--- config.mk ---
export PLATFORM = sky130hd
export DESIGN_NAME = reg_file
export DESIGN_NICKNAME = d
export VERILOG_FILES = /design/src/rtl/reg_file.sv
export SDC_FILE = /design/constraint.sdc
export NUM_CORES = 1
export LEC_CHECK = 0
export ABC_AREA = 1
export CAP_MARGIN = 5
export CORE_ASPECT_RATIO = 1.4
export CORE_MARGIN = 10
export CORE_UTILIZATION = 30
export CTS_CLUSTER_DIAMETER = 80
export DETAILED_ROUTE_END_ITERATION = 8
export PLACE_DENSITY = 0.49
export SKIP_LAST_GASP = 1
export SYNTH_ARGS = -nofsm -noshare
export SYNTH_HDL_FRONTEND = slang
export SYNTH_SLANG_ARGS = --single-unit
export TNS_END_PERCENT = 100
--- constraint.sdc ---
create_clock -name clk -period 2.15 [get_ports clk]
set_input_delay 0.5375 -clock clk [delete_from_list [all_inputs] [get_ports clk]]
set_output_delay 0.5375 -clock clk [all_outputs]
set_load 0.01 [all_outputs]
--- src/rtl/reg_file.sv ---
// 16 x 8 register file: one synchronous write port, two combinational read ports.
// Asynchronous active-low reset clears every entry; r0 is an ordinary register.
module reg_file (
   input  logic       clk,
   input  logic       reset,
   input  logic [7:0] val_in,
   input  logic       write_en,
   input  logic [3:0] wr_addr,
   input  logic [3:0] rd_addr1,
   input  logic [3:0] rd_addr2,
   output logic [7:0] val1_out,
   output logic [7:0] val2_out
);

   localparam int DATA_W = 8;
   localparam int ADDR_W = 4;
   localparam int DEPTH  = 2 ** ADDR_W;

   logic [DATA_W-1:0] regs [DEPTH];

   always_ff @(posedge clk or negedge reset) begin
      if (!reset) begin
         for (int i = 0; i < DEPTH; i++) begin
            regs[i] <= '0;
         end
      end else if (write_en) begin
         regs[wr_addr] <= val_in;
      end
   end

   // No write-to-read bypass: reads see the stored value only.
   assign val1_out = regs[rd_addr1];
   assign val2_out = regs[rd_addr2];

endmodule

Yosys cells after proc, flatten, opt, wreduce, memory -nomap -nowiden
Index checks and enable logic that the tools add are counted.

Bits of input ports: 23. Register bits: 128. Output and inout port bits: 16.

Order comparisons: 4. Multiplexer cells: 9. Reductions and logical operators: 1. Bitwise logic cells: 3.

Operators by type and width (number): $bwmux 128 (1); $bmux 8 s4 (2); $mux 8 (5); $demux 8 s4 (1); $ge 5x5->1 const B (3); $not 4->5 (3); $lt 5x1->1 const B (1); $logic_and 1x1->1 (1).

Logic depth before layout (Yosys ltp)
Depth in word-level cells: 6. Gate-level depth with buffers: 7. Mapped depth without buffers: 6.

Worst setup path after synthesis
Ideal clock, no wire load.

Path type: input to output. Start: input port rd_addr1[1]. End: output port val1_out[3]. Buffers on the path: 2. Required time: 1.612 ns. Stages on the path: 7. Setup slack: 0.204 ns. Data arrival time: 1.408 ns. Path through: clkbuf_1 > inv_1 > clkbuf_1 > nand3_1 > nand3_1 > nand3_1 > nand2_1.

Word-level cells in the longest chain between the ends: 4.

RTL lines: start, declared (RTL line 9) `input logic [3:0] rd_addr1,`; $not 4->5 (implied by the code) (RTL line 32) `assign val1_out = regs[rd_addr1];`; $bmux 8 s4 (RTL line 32); $mux 8 (implied by the code) (2 in series) (RTL line 32); end, declared (RTL line 11) `output logic [7:0] val1_out,`.

No other way between the ends. The select of a mux whose other input is x is not followed.

Worst setup path after layout
Start: input port rd_addr1[0]. End: output port val1_out[3].

Same word-level chain as after synthesis.

==> impl_metrics.ini <==
[worst_setup_path]
crit_type = in -> out
r2r_setup_slack_ps = 1390
slowest_delay_ps = 150
worstPathMaxFanout = 8
reg2regPathDepth = 3
regToRegStartpoint = regs[108]
worstPathArrival_ps = 1600
r2r-end = regs[108]
crit_path_end_kind = output port
cp.required_ps = 1610
crit_chain = buf_12 > inv_6 > buf_12 > buf_12 > buf_16 > nand2_1 > nand3_1 > nand3_1 > nand3_1 > nand2_2 > buf_6
cp-start-kind = primary input
cp_slowest_cell = buf_12

[detailed_routing]
drt_first_pass_iters = 5
routed_wirelength_um = 26910
drc = 0
wl_per_cell_um = 17.49
antenna_left = 0
vias = 7326
dr.first_iter.drc_count = 528
vias_per_cell = 4.760

[sta]
clock.fmax_mhz = 467.7
tightest_slew_ps = 490.8
fin_setup_tns_ps = 0
finalHoldWorstSlack_ps = 64.17
hold_viol = 0
drv_slew = 0
period_needed_ps = 2138
post-route-period-util_pct = 99.44
setup_viol = 0
finClkSkew_ps = 0
max_slew_margin_pct = 67.28
rsz0062_at_grt = yes

[cells_and_area]
design_area_um2 = 10020
syn_to_final_growth_pct = 33.45
top_register = regs
fill_cells = 2564
multiInputGateArea_um2 = 3560
nets = 1237
final_layout_size_suffix_gt1_share_pct = 16.50
largest_register_ffs = 128
diodes = 0
reg_top3 = regs (128)
register_area_um2 = 3203

[synthesis]
ys_ff_latch = 128
synth_edf_count = 0
synth_common_cells = 411 x nand2_1, 226 x nand3_1, 146 x inv_1
yosysTopAreaCellShare_pct = 42.67
synth_area_leader_cell = dfrtp_1
yosysUniqueCellTypes = 16
syn_inst = 1125
ys_seq_area_share_pct = 42.67
yosysWarnings = 0
syn_avg_cell_area_um2 = 6.673
ys_top_cells_by_area = dfrtp_1 43%, nand2_1 21%, nand3_1 15%
syn_area_um2 = 7507
yosysMostFrequentCell = nand2_1
async_flop_share_pct = 100.0
synth_fp_nets = 1148
synthFlopType = dfrtp_1

[clock_tree]
cts_made_buffers = 17
cts_buffer_depth = 2
path_clk_slew_ps = 50
root_buffer = clkbuf_16
cts_max_level = 4
cts_tree = built
clock-sinks = 128
ctsHoldBuffers = 0
clk_latency_ps = 420

[placed_design]
post_dp_cell_area_um2 = 8882
portBuffers = 38
place.gp.congestion = 0.9329
place_hpwl_um = 19470

[power]
ir_drop_uv = 528.6
p_per_area_nw_per_um2 = 826.6
p_leak_uw = 0.005094

[grt]
grt_pass1_vias = 7075
antenna_found_initial = 0
grtUsageTotal_pct = 16.82
grt_max_degree = 48
grt_pass1_wl_um = 42400
grt-ovfl-total = 0

[floorplanning]
die_w_um = 153.7
dieArea_um2 = 31840
num_rows = 68
start_util_pct = 30.43
die_height_um = 207.2
core_um2 = 24670
pin_count = 39

[run]
max_cap_violations = 0

[outcome]
status = completed

[min_path]
hold_path_class = in -> async
[cells in the final DEF, fill, tap and decap left out]
cell and count:
buf_4 64, nor3_4 2, inv_6 1, buf_2 7, nand2_1 397, buf_12 27
clkinv_8 1, clkdlybuf4s15_2 1, bufinv_16 3, bufbuf_16 4, clkinv_2 4, buf_8 2
nor2_2 2, and3_2 1, dlygate4sd2_1 3, dfrtp_1 128, nand3_1 206, clkbuf_8 3
buf_6 16, nand3_4 1, clkbuf_1 2, inv_4 2, nor2_1 4, clkbuf_16 18
clkdlybuf4s50_1 13, nand3_2 22, nand2_2 13, inv_1 141, inv_2 3, nand2_4 1
buf_16 4, o21ai_0 128
[per-layer routing]
layer	vias to the layer above	routed length (um)	track usage (%)	part of all wire, %
met5	-	0	0	0
met4	0	640	6.545	2.4
met3	26	1080	2.591	4.0
met2	164	12740	27.49	47
met1	3408	12460	21.69	46
li1	3728	-	-	-
[how the worst max path moves through the flow]
| stage | from | to |
|---|---|---|
| 4_1_cts | rd_addr1[1] | val1_out[3] |
| 2_1_floorplan | rd_addr1[1] | val1_out[3] |
| 6_report | rd_addr1[0] | val1_out[3] |
| 3_5_place_dp | rd_addr1[1] | val1_out[4] |
| 3_3_place_gp | rd_addr1[1] | val1_out[4] |
| 5_1_grt | rd_addr1[0] | val1_out[3] |
[final cells by class]
class / instances / area share [%]
multi-input cells: 777 / 35.53
flip-flops and latches: 128 / 31.97
repair buffers: 142 / 16.96
inverters: 148 / 5.770
clock buffers: 22 / 4.733
well taps: 315 / 3.934
clock inverters: 7 / 1.099
[stage by stage]
| stage | total power, uW | util, % | std cells | worst slack (ps) |
|---|---|---|---|---|
| detailed placement | 5248 | 36.00 | 1491 | -789.2 |
| finish | 8281 | 40.60 | 1539 | 11.98 |
| CTS | 8280 | 39.76 | 1536 | -18.38 |
| floorplan | 4418 | - | 1125 | 204.0 |
| global placement | 5217 | 36.00 | 1491 | -835.2 |
| global route | 8826 | 40.60 | 1539 | -33.48 |
[worst max-delay path: cells and delay by family]
family / cells / cell delay [ps]
simple gates: 5 / 380
buf+inv: 6 / 690
[repair_timing]
item	CTS	global route
endpoints found under the hold margin	0	0
setup endpoints to repair	16	14
resized for setup	113	47
setup buffers	7	2
pin swaps	4	18
gates cloned	9	1
[where the power goes]
part / internal, uW / switching (uW)
Combinational: 868 / 1330
Sequential: 2920 / 244
Clock: 1890 / 1030
[cell families (layout without fill, tap and decap cells)]
kind of cell    after synthesis  count (layout)  synth area share, %
simple gates                649             649                37.02
flops                       128             128                42.67
buf+inv                     220             319                11.78
compound gates              128             128                8.533
Note: power is estimated with default switching activity, not from simulation.
